File: src/rtl/uart_tx_arbiter.sv
// Round-robin arbiter sharing one multi-byte UART frame transmitter among NUM_REQ requesters.
// Captures the winner's frame, pulses start, then supervises until finish or timeout.
module uart_tx_arbiter #(
    parameter int unsigned NUM_REQ     = 4,
    parameter int unsigned BYTE_NUM    = 9,
    parameter int unsigned TIMEOUT_CYC = 0,
    localparam int unsigned ID_W       = $clog2(NUM_REQ)
) (
    input  logic                           CLK_I,
    input  logic                           RST_I,
    input  logic [NUM_REQ-1:0]             REQ_I,
    input  logic [NUM_REQ*BYTE_NUM*8-1:0]  DATA_I,
    output logic [NUM_REQ-1:0]             ACK_O,
    output logic [NUM_REQ-1:0]             DONE_O,
    output logic [NUM_REQ-1:0]             ERR_O,
    output logic [ID_W-1:0]                GNT_ID_O,
    output logic                           BUSY_O,
    output logic                           TX_START_O,
    output logic [BYTE_NUM*8-1:0]          TX_DATA_O,
    input  logic                           TX_BUSY_I,
    input  logic                           TX_FINISH_I
);

    localparam int unsigned FW = BYTE_NUM * 8;
    localparam int unsigned CW = (TIMEOUT_CYC > 1) ? $clog2(TIMEOUT_CYC) : 1;

    typedef enum logic [1:0] {StIdle, StWait, StDrain} state_e;

    state_e               state_q, state_d;
    logic [ID_W-1:0]      last_q, last_d;
    logic [CW-1:0]        cnt_q, cnt_d;
    logic [NUM_REQ-1:0]   ack_q, ack_d;
    logic [NUM_REQ-1:0]   done_q, done_d;
    logic [NUM_REQ-1:0]   err_q, err_d;
    logic [ID_W-1:0]      gnt_q, gnt_d;
    logic                 busy_q, busy_d;
    logic                 start_q, start_d;
    logic [FW-1:0]        data_q, data_d;

    logic                 win_vld;
    logic [ID_W-1:0]      win_id;
    logic [ID_W-1:0]      scan_id;

    // Search starts just above the last finished owner so it drops to lowest priority.
    always_comb begin
        win_vld = 1'b0;
        win_id  = '0;
        scan_id = '0;
        for (int unsigned off = 1; off <= NUM_REQ; off++) begin
            scan_id = ID_W'((32'(last_q) + off) % NUM_REQ);
            if (!win_vld && REQ_I[scan_id]) begin
                win_vld = 1'b1;
                win_id  = scan_id;
            end
        end
    end

    always_comb begin
        state_d = state_q;
        last_d  = last_q;
        cnt_d   = cnt_q;
        ack_d   = '0;
        done_d  = '0;
        err_d   = '0;
        start_d = 1'b0;
        gnt_d   = gnt_q;
        data_d  = data_q;

        unique case (state_q)
            StIdle: begin
                if (win_vld && !TX_BUSY_I) begin
                    ack_d   = NUM_REQ'(1) << win_id;
                    start_d = 1'b1;
                    gnt_d   = win_id;
                    data_d  = DATA_I[32'(win_id)*FW +: FW];
                    cnt_d   = '0;
                    state_d = StWait;
                end
            end
            StWait: begin
                cnt_d = cnt_q + CW'(1);
                // Finish is checked first so a coincident timeout never reports an error.
                if (TX_FINISH_I) begin
                    done_d  = NUM_REQ'(1) << gnt_q;
                    last_d  = gnt_q;
                    state_d = StDrain;
                end else if (TIMEOUT_CYC != 0 && cnt_q == CW'(TIMEOUT_CYC - 1)) begin
                    err_d   = NUM_REQ'(1) << gnt_q;
                    last_d  = gnt_q;
                    state_d = StDrain;
                end
            end
            StDrain: begin
                if (!TX_BUSY_I && !TX_FINISH_I) begin
                    state_d = StIdle;
                end
            end
            default: state_d = StIdle;
        endcase

        busy_d = (state_d != StIdle);
    end

    always_ff @(posedge CLK_I or posedge RST_I) begin
        if (RST_I) begin
            state_q <= StIdle;
            last_q  <= ID_W'(NUM_REQ - 1);
            cnt_q   <= '0;
            ack_q   <= '0;
            done_q  <= '0;
            err_q   <= '0;
            gnt_q   <= '0;
            busy_q  <= 1'b0;
            start_q <= 1'b0;
            data_q  <= '0;
        end else begin
            state_q <= state_d;
            last_q  <= last_d;
            cnt_q   <= cnt_d;
            ack_q   <= ack_d;
            done_q  <= done_d;
            err_q   <= err_d;
            gnt_q   <= gnt_d;
            busy_q  <= busy_d;
            start_q <= start_d;
            data_q  <= data_d;
        end
    end

    assign ACK_O      = ack_q;
    assign DONE_O     = done_q;
    assign ERR_O      = err_q;
    assign GNT_ID_O   = gnt_q;
    assign BUSY_O     = busy_q;
    assign TX_START_O = start_q;
    assign TX_DATA_O  = data_q;

endmodule

File: config.mk
export PLATFORM = sky130hd
export DESIGN_NAME = uart_tx_arbiter
export DESIGN_NICKNAME = d
export VERILOG_FILES = /design/src/rtl/uart_tx_arbiter.sv
export SDC_FILE = /design/constraint.sdc
export NUM_CORES = 1
export LEC_CHECK = 0
export CAP_MARGIN = 20
export CORE_AREA = 10 10 140 142
export DETAILED_ROUTE_END_ITERATION = 10
export DIE_AREA = 0 0 150 152
export HOLD_SLACK_MARGIN = 0.06
export PLACE_DENSITY = 0.85
export SYNTH_ARGS = -nofsm -noshare
export SYNTH_HDL_FRONTEND = slang
export SYNTH_SLANG_ARGS = --single-unit
File: constraint.sdc
create_clock -name CLK_I -period 6.3 [get_ports CLK_I]
set_input_delay 0.63 -clock CLK_I [delete_from_list [all_inputs] [get_ports CLK_I]]
set_output_delay 0.63 -clock CLK_I [all_outputs]
set_load 0.03 [all_outputs]
==> key figures <==
Worst setup path
  • Setup crit end: TX_DATA_O[33]
  • Crit. End Element: flop
  • R2R Setup Slk: 3.24 ns
  • Critical path cell sequence: clkdlybuf4s50_1, nor4_2, or4_4, inv_2, buf_4, nor2_1, a31oi_1
  • Critical Path RT: 6.51 ns
  • Crit path kind: input pin to flop
  • CP Launch Type: input pin
  • Worst EP arrival: 3.97 ns
  • Worst path max stage delay: about 0.9 ns
  • FF-to-FF path depth: 5
  • FF-to-FF Start: state_q[0]
  • CP startpoint: REQ_I[1]
  • Crit path max fanout: 77
  • CP max stage cell: or4_4
  • Worst R2R End: TX_DATA_O[33]

Synth
  • Synth Warn #: 0
  • Main synth FF type: dfrtp_1
  • Complex-gate fraction of the synthesized area: 34.7%
  • Mux share of post-synthesis cell area: 0%
  • Synth Area in XOR/XNOR: 0.171%
  • Mapped Area: 5120 µm²
  • Async S/R FF share, synth: 100%
  • Largest family of logic cells by synthesized area: compound AO/OA/AOI/OAI gates
  • Simple-gate area share of the yosys netlist: ~14%
  • Synth unique cells: 44
  • EDFF count, synth: 0
  • Adder-Cell Fraction of Synth Area: 0%
  • Cells after Synth: 572
  • Avg Inst Size Synth: just under 9 µm²
  • Seq cells post-synth: 88
  • Sequential-to-total area share from yosys stat: 43.1%

Final layout
  • Share of cells above drive strength 1: 6.55%
  • Layout area overhead: 80.6%
  • Commonest non-fill, non-tap cell in the layout: clkdlybuf4s50_1
  • Most frequent cells in the layout: 379 x clkdlybuf4s50_1, 86 x dfrtp_1, 81 x nand2_1
  • Ant diodes: 0
  • Fin nets: about 1200

STA
  • Fin crit period: 3.76 ns
  • Max_slew headroom: 30.1%
  • RSZ-0062 raised after global routing: false
  • Fin. Hold Viols: 0
  • Final WS setup: between 2 and 3 ns
  • Fin Setup TNS: 0 ns
  • Max-slew violations: 0
  • FMAX: roughly 270 MHz
  • Worst-margin pin slew: 1.05 ns
  • Final period utilization: 59.6%
  • Setup Viol. Count Final: 0
  • Clk_skew: 0.0109 ns

Floorplan
  • Die Area: 22800 µm²
  • Chip Height: 152 µm
  • I/O Pins: 384
  • Starting Density: 30.2%
  • # rows: 48
  • Die W: 150 µm
  • Core region area: roughly 17000 µm²

Drt
  • Met3 WL: 2.45 mm
  • DR DRC count: 0
  • Via/cell ratio: 5.36
  • Routed Antenna Nets: 0
  • Final WL: 24.8 mm
  • Post-route met1 wirelength: 9.05 mm
  • Highest Signal Layer: met4
  • TritonRoute pass-1 iters: 5
  • Wire length on met2: 12.5 mm
  • Via Count: 6116
  • WL/cell: between 20 and 25 µm
  • 1st-iter DRT viols: 408

Hold path
  • Hold/Removal Path Class: flop to flop
  • Hold Path Stages: 2

GRT
  • Initial antenna violation count: 0
  • GRT Total Usage: 20.4%
  • First-pass GRT wire length: about 37 mm
  • GR Overflow Total: 0
  • Vias in the first global route: 6247
  • Largest net degree at the start of global routing: 78

Placement
  • HPWL after detailed placement: roughly 19 mm
  • Pre-CTS WS: around 2.3 ns
  • Final estimated routing congestion in global placement: 0.913
  • PortBufs: approximately 380

Clocking
  • Post-CTS Setup Bufs: 0
  • Clock tree sinks: 88
  • H-Tree Depth: 3
  • CTS-repair resized insts: 0
  • CTS tree: yes
  • Clock slew at reported path FFs: 0.07 ns
  • Clock Latency Late Sink: between 0.3 and 0.4 ns
  • Hold buffers post-CTS: 0
  • Root Driver: clkbuf_16
  • Cts bufs inserted: 9
  • Clk buf depth: 2

Power and ir drop
  • VDD IR-drop max: 0.395 mV
  • Total power: 0.00379 W
  • Leak: 3.46 nW
  • Power density cells: ~410 nW/µm²

Run
  • Max-cap viol count: 0

Run status
  • Status: completed
==> worst min path at each step <==
stage | start | endpoint | slack, ns
3_3_place_gp | GNT_ID_O[1] | DONE_O[0] | 0.52
5_1_grt | GNT_ID_O[1] | DONE_O[0] | 0.57
3_5_place_dp | TX_DATA_O[65] | TX_DATA_O[65] | 0.54
4_1_cts | TX_DATA_O[65] | TX_DATA_O[65] | 0.55
2_1_floorplan | state_q[0] | BUSY_O | 0.59
6_report | TX_DATA_O[42] | TX_DATA_O[42] | 0.55
==> per-layer routing <==
layer	track usage [%]	vias up
met4	8.47	0
met2	35.0	341
met3	6.62	44
met5	0	-
li1	-	2816
met1	22.6	2915
==> registers in the layout (all words and copies together) (netlist names) <==
name	count
DONE_O	4
last_q	2
TX_START_O	1
state_q	2
GNT_ID_O	2
TX_DATA_O	72
BUSY_O	1
ACK_O	4
==> critical path: cells and delay by family <==
family | cells | cell delay (ns)
AO/OA/AOI/OAI | 1 | 0.06
buffers and inverters | 3 | 1.58
AND/OR/NAND/NOR | 3 | 1.59
==> report_power, final <==
group	total [W]	leakage, nW	internal, W	switching (W)
clock network	0.000599	0.163	0.000371	0.000228
registers	0.00101	1.01	0.000834	0.000173
logic	0.00218	2.29	0.000897	0.00128
==> cell families after synthesis <==
| logic type | count (synthesis) |
|---|---|
| buf+inv | 67 |
| other cells | 1 |
| flops | 88 |
| xor+xnor | 1 |
| compound gates | 238 |
| simple gates | 177 |
==> cell usage after synthesis, drive strengths merged (2+ instances only) <==
cell type,number,area [µm²]
nor2,77,289
inv,5,18.8
nor3,2,10.0
dfrtp,86,2150
o21ai,76,380
a21o,3,22.5
dfstp,2,52.6
or2,2,15.0
and2,2,12.5
a221oi,73,795
a32o,2,20.0
buf,37,288
a31oi,72,450
nand2b,4,25.0
nor3b,2,15.0
nand2,81,304
a21oi,2,13.8
clkbuf,25,93.8
==> area by class of cell <==
type / instances / area [µm²]
Sequential cell: 88 / 2200
Fill cell: 1545 / 7690
Timing Repair Buffer: 387 / 3850
Multi-Input combinational cell: 420 / 2550
Inverter: 5 / 21.3
Clock buffer: 12 / 256
Tap cell: 225 / 282
Clock inverter: 4 / 77.6
==> per-stage QoR <==
stage	utilization, %	hold WS [ns]	cell area, µm²	instances
after detailed placement	52.6	0.540	8910	1125
after global routing	54.6	0.574	9240	1141
after global placement	52.6	0.524	8910	1125
after floorplan	-	0.591	5130	575
after CTS	54.6	0.554	9240	1141
final	54.6	0.547	9240	1141
Power figures use the tool's default switching activity.
